**config.mk**
```make
export PLATFORM = sky130hd
export DESIGN_NAME = tlm_mchan_fifo
export DESIGN_NICKNAME = d
export VERILOG_FILES = /design/src/rtl/tlm_mchan_fifo.sv
export SDC_FILE = /design/constraint.sdc
export NUM_CORES = 2
export LEC_CHECK = 0
export CAP_MARGIN = 20
export CORE_MARGIN = 10
export CORE_UTILIZATION = 45
export CTS_BUF_LIST = sky130_fd_sc_hd__clkbuf_16
export DETAILED_ROUTE_END_ITERATION = 12
export PLACE_DENSITY = 0.66
export SYNTH_ARGS = -nofsm -noshare
export SYNTH_HDL_FRONTEND = slang
export SYNTH_SLANG_ARGS = --single-unit
```
**constraint.sdc**
```tcl
create_clock -name clk_i -period 3.8 [get_ports clk_i]
set_input_delay 0.38 -clock clk_i [delete_from_list [all_inputs] [get_ports clk_i]]
set_output_delay 0.38 -clock clk_i [all_outputs]
set_load 0.1 [all_outputs]
```
**src/rtl/tlm_mchan_fifo.sv**
```systemverilog
`default_nettype none
// =============================================================================
// Module  : tlm_mchan_fifo
// Brief   : NUM_CH put channels, per-channel circular buffers, arbitrated into
//           one registered get port tagged with the source channel.
// Revision: 1.0 - initial release
// =============================================================================
module tlm_mchan_fifo #(
  parameter int DATA_W   = 32,
  parameter int DEPTH    = 16,
  parameter int NUM_CH   = 4,
  parameter int ARB_MODE = 0,
  localparam int CH_W    = (NUM_CH > 1) ? $clog2(NUM_CH) : 1,
  localparam int CNT_W   = $clog2(DEPTH + 1)
) (
  input  logic                      clk_i,
  input  logic                      reset_i,
  input  logic [NUM_CH-1:0]         put_valid_i,
  output logic [NUM_CH-1:0]         put_ready_o,
  input  logic [NUM_CH*DATA_W-1:0]  put_data_i,
  input  logic [NUM_CH-1:0]         flush_i,
  output logic                      get_valid_o,
  input  logic                      get_ready_i,
  output logic [DATA_W-1:0]         get_data_o,
  output logic [CH_W-1:0]           get_ch_o,
  output logic [NUM_CH*CNT_W-1:0]   used_o,
  output logic [NUM_CH-1:0]         full_o,
  output logic [NUM_CH-1:0]         empty_o
);

  localparam int PTR_W = $clog2(DEPTH);

  logic [DATA_W-1:0] mem_q    [NUM_CH][DEPTH];
  logic [PTR_W-1:0]  wr_ptr_q [NUM_CH];
  logic [PTR_W-1:0]  rd_ptr_q [NUM_CH];
  logic [CNT_W-1:0]  cnt_q    [NUM_CH];

  logic [CH_W-1:0]   last_q;
  logic              out_valid_q;
  logic [DATA_W-1:0] out_data_q;
  logic [CH_W-1:0]   out_ch_q;

  logic [CH_W-1:0]   grant_d;
  logic              grant_vld_d;
  logic              free_w;
  logic [NUM_CH-1:0] full_w, empty_w, push_w, pop_w, elig_w;

  assign free_w = ~out_valid_q | get_ready_i;

  for (genvar c = 0; c < NUM_CH; c++) begin : g_ch
    assign full_w[c]  = (cnt_q[c] == CNT_W'(DEPTH));
    assign empty_w[c] = (cnt_q[c] == '0);
    // A channel being flushed may neither accept nor be granted this cycle.
    assign push_w[c]  = put_valid_i[c] & ~full_w[c] & ~flush_i[c];
    assign elig_w[c]  = ~empty_w[c] & ~flush_i[c];
    assign pop_w[c]   = free_w & grant_vld_d & (grant_d == CH_W'(c));
    assign put_ready_o[c]           = ~full_w[c] & ~flush_i[c];
    assign used_o[c*CNT_W +: CNT_W] = cnt_q[c];
  end

  assign full_o      = full_w;
  assign empty_o     = empty_w;
  assign get_valid_o = out_valid_q;
  assign get_data_o  = out_data_q;
  assign get_ch_o    = out_ch_q;

  always_comb begin
    int idx;
    idx         = 0;
    grant_d     = '0;
    grant_vld_d = 1'b0;
    for (int i = 0; i < NUM_CH; i++) begin
      if (ARB_MODE == 1) idx = i;
      else               idx = (int'(last_q) + 1 + i) % NUM_CH;
      if (!grant_vld_d && elig_w[idx[CH_W-1:0]]) begin
        grant_vld_d = 1'b1;
        grant_d     = CH_W'(idx);
      end
    end
  end

  always_ff @(posedge clk_i) begin
    for (int c = 0; c < NUM_CH; c++) begin
      if (push_w[c]) mem_q[c][wr_ptr_q[c]] <= put_data_i[c*DATA_W +: DATA_W];
    end
  end

  always_ff @(posedge clk_i) begin
    if (reset_i) begin
      out_valid_q <= 1'b0;
      out_data_q  <= '0;
      out_ch_q    <= '0;
      // Pretend the last grant was the top channel so channel 0 is searched first.
      last_q      <= CH_W'(NUM_CH - 1);
      for (int c = 0; c < NUM_CH; c++) begin
        wr_ptr_q[c] <= '0;
        rd_ptr_q[c] <= '0;
        cnt_q[c]    <= '0;
      end
    end else begin
      if (free_w) begin
        out_valid_q <= grant_vld_d;
        if (grant_vld_d) begin
          out_data_q <= mem_q[grant_d][rd_ptr_q[grant_d]];
          out_ch_q   <= grant_d;
          last_q     <= grant_d;
        end
      end
      for (int c = 0; c < NUM_CH; c++) begin
        if (flush_i[c]) begin
          wr_ptr_q[c] <= '0;
          rd_ptr_q[c] <= '0;
          cnt_q[c]    <= '0;
        end else begin
          if (push_w[c]) wr_ptr_q[c] <= wr_ptr_q[c] + 1'b1;
          if (pop_w[c])  rd_ptr_q[c] <= rd_ptr_q[c] + 1'b1;
          case ({push_w[c], pop_w[c]})
            2'b10:   cnt_q[c] <= cnt_q[c] + 1'b1;
            2'b01:   cnt_q[c] <= cnt_q[c] - 1'b1;
            default: cnt_q[c] <= cnt_q[c];
          endcase
        end
      end
    end
  end

endmodule
`default_nettype wire
```
==> impl_metrics.py <==
metrics = {
    "timing": {
        "max_freq_ghz": 0.271,
        "finalHoldViolCount": 0,
        "tightest_slew_ns": 1.07,
        "slew_headroom_pct": 28.3,
        "period_share_pct": 97.1,
        "fin_skew_ns": 0.0319,
        "setup_viol": 0,
        "setup_slack_ns": 0.109,
        "tns_ns": 0,
        "drv_slew": 0,
        "min_period_ns": 3.69,
    },
    "worst_setup_path": {
        "cp_num_buf_inv": 5,
        "slowest_stage": "edfxtp_1",
        "reg2reg_slack_ns": 0.11,
        "r2r-end": "get_data_o[9]",
        "setup.worst_path.end_class": "flop",
        "worstPathMaxFanout": 20,
        "reg2reg_depth": 15,
        "worst_ep_arrival_time_ns": 4.46,
        "cp-start-kind": "flop",
        "crit_family": "compound AO/OA/AOI/OAI gates",
        "critPathRequiredTime_ns": 4.57,
        "critPathMaxStageDelay_ns": 0.47,
        "cp.depth": 15,
        "worstPathCellList": "inv_2 > ha_1 > nor4b_4 > nor2_1 > o311a_1 > o21ai_4 > mux2i_4 > buf_12 > buf_16 > buf_12 > buf_12 > mux4_2 > a22oi_1 > nand2_1 > o221ai_1",
        "critPathCapture": "get_data_o[9]",
        "worstSetupPathType": "reg2reg",
        "critPathMostFrequentCell": "buf_12",
        "r2r-start": "cnt_q[0][1]",
        "crit_start": "cnt_q[0][1]",
    },
    "detailed_routing": {
        "vias_per_cell": 6.05,
        "wire_per_inst_microns": 32.4,
        "dr.pass1.iters": 7,
        "drc": 0,
        "wl_microns": 263000,
        "vias": 49136,
        "ant_nets": 0,
        "drtIter0Drc": 6362,
    },
    "synthesis": {
        "synth_mux_area_share_pct": 18.5,
        "syn_inst": 4967,
        "yosys_warnings": 0,
        "synth_nets": 5146,
        "synth-seq-area-share_pct": 73.4,
        "synth_edf_count": 2100,
        "synth_top_family_by_area": "multiplexers",
        "synth_cell_type_count": 52,
        "async_reset_ff_share_pct": 0,
        "synth_xor_area_share_pct": 0.222,
        "syn_avg_cell_area_sq_um": 17.5,
        "ys_ff_latch": 2137,
        "synthAdderAreaFrac_pct": 0.576,
        "synth-simple-area-share_pct": 3.58,
        "ys.flop_type": "edfxtp_1",
        "syn_area_sq_um": 86900,
        "synth_compound_area_share_pct": 1.93,
    },
    "power": {
        "power.density_nw_per_um2": 687,
        "max-vdd-ir-drop_uv": 785,
        "combPwrFrac_pct": 32.0,
        "sw_frac_of_total_pct": 31.6,
        "power.switching_uw": 22300,
        "p_seq_share_pct": 38.0,
        "p_int_uw": 48300,
        "p_leak_uw": 0.0357,
        "pwr-share-clk_pct": 30.0,
    },
    "floorplan": {
        "rows": 161,
        "die_area_sq_um": 211000,
        "pin_count": 206,
        "dieWidth_microns": 459,
        "die_h_microns": 459,
        "core_sq_um": 192000,
        "initial_core_util_pct": 45.2,
    },
    "placement": {
        "io_buffers": 205,
        "gp_congestion": 0.815,
        "dp.cells": 7700,
        "dpl.hpwl_microns": 142000,
        "pre_cts_ws_ns": -0.0168,
    },
    "cts": {
        "clkLatencyLatePin_ns": 0.87,
        "path_clk_slew_ns": 0.06,
        "hold_buffers": 0,
        "cts_made_buffers": 208,
        "cts_tree": "done",
        "cts_buffer_depth": 3,
        "h-tree-depth": 4,
        "cts.sinks": 2137,
        "clk_root_buffer_cell": "clkbuf_16",
    },
    "global_routing": {
        "grt_max_degree": 69,
        "gr-total-overflow": 0,
        "grt_first_pass_wirelength_microns": 366000,
        "first_global_vias": 47977,
        "antenna_found_initial": 27,
        "grt.total_usage_pct": 24.3,
    },
    "layout": {
        "utilization_pct": 53.4,
        "syn2layout_area_growth_pct": 18.2,
        "stdcell_count": 8127,
        "final_layout_size_suffix_gt1_share_pct": 15.0,
        "nets": 5591,
    },
    "hold_path": {
        "min_path_type": "in2reg",
    },
    "job": {
        "cap_viol_max_count": 0,
    },
    "outcome": {
        "status": "completed",
    },
}
==> power by group through the flow <==
stage | Combinational, uW | Sequential, uW | Clock, uW
3_5_place_dp | 21500 | 27300 | 0
6_report | 22600 | 26800 | 21200
2_1_floorplan | 13900 | 28300 | 0
4_1_cts | 21800 | 26800 | 21300
5_1_grt | 23700 | 26800 | 22300
3_3_place_gp | 21300 | 27300 | 0
==> cells in the final DEF (no fill, tap or decap), drive strengths merged, types with 76 or more instances in the layout <==
cell	count
clkinv	99
nand3	83
inv	76
mux2i	1388
nor2	290
edfxtp	2100
mux4	96
clkdlybuf4s50	193
buf	303
clkbuf	216
nand2	279
==> per-layer routing <==
metal | share of wire, % | track usage, % | up-vias
met3 | 11 | 5.57 | 514
met5 | 0.049 | 0 | -
li1 | - | - | 20286
met2 | 46 | 37.7 | 2948
met1 | 40 | 33.8 | 25368
met4 | 3.5 | 8.07 | 20
==> synthesized netlist by cell type, drive strengths merged, types with 37 or more instances <==
cell type,n,area [sq um]
nand2,279,1050
a21oi,42,210
edfxtp,2100,63100
mux4,96,2160
ha,40,500
buf,208,1180
nor2,290,1090
clkbuf,61,229
mux2i,1388,13900
dfxtp,37,741
o21ai,46,241
nand3,83,415
o211ai,65,488
==> final cells by class <==
class                      count  area (sq um)
antenna                        8          20.0
fill                       14884         89600
tap                         2526          3160
timing repair buffer         504          6150
multi-input combinational   2532         22400
sequential                  2137         63800
inverter                      29           109
clock buffer                 210          5260
clock inverter               181          1790
==> flip-flops by register name, indices dropped and copies added (netlist names) <==
name and cells:
cnt_q 20, get_ch_o 2, get_data_o 32, get_valid_o 1, last_q 2, mem_q 2048, rd_ptr_q 16, wr_ptr_q 16
==> what timing repair did <==
action                     4_1_cts  5_1_grt
gates cloned                     2        6
pin swaps                        1        5
resized for setup                5       33
setup endpoints to repair        2       32
setup buffers                    2       18
==> worst reg2reg max path, delay by kind of cell, from the launching register on <==
kind / cells / cell delay [ns]
AO/OA/AOI/OAI: 4 / 0.99
buffers and inverters: 5 / 0.84
multiplexers: 2 / 0.62
AND/OR/NAND/NOR: 3 / 0.52
flip-flops: 1 / 0.47
adder cells (fa/ha/maj): 1 / 0.17
==> cells by family after synthesis <==
group                      after synthesis
muxes                                 1486
buffers and inverters                  298
and+or+nand+nor                        740
DFF                                   2137
xor gates and xnor gates                22
AOI/OAI and AO/OA                      244
adders and majority gates               40
==> worst min path at each step <==
stage               cells past startpoint      startpoint        endpoint
floorplan                               0   put_data_i[0]     mem_q[0][0]
global placement                        2  get_data_o[31]  get_data_o[31]
detailed placement                      2  get_data_o[31]  get_data_o[31]
CTS                                     2         reset_i     cnt_q[1][2]
global route                            2         reset_i     cnt_q[1][2]
finish                                  2         reset_i     cnt_q[1][2]
==> stage by stage <==
stage               area (sq um)  total power (uW)  hold WS, ns
finish                    103000             70500        0.160
global route              103000             72900        0.163
CTS                       102000             70000       0.0945
detailed placement         95000             48800        0.462
global placement           95000             48600        0.480
floorplan                  87400             42200        0.479
Note: power is estimated with default switching activity, not from simulation.
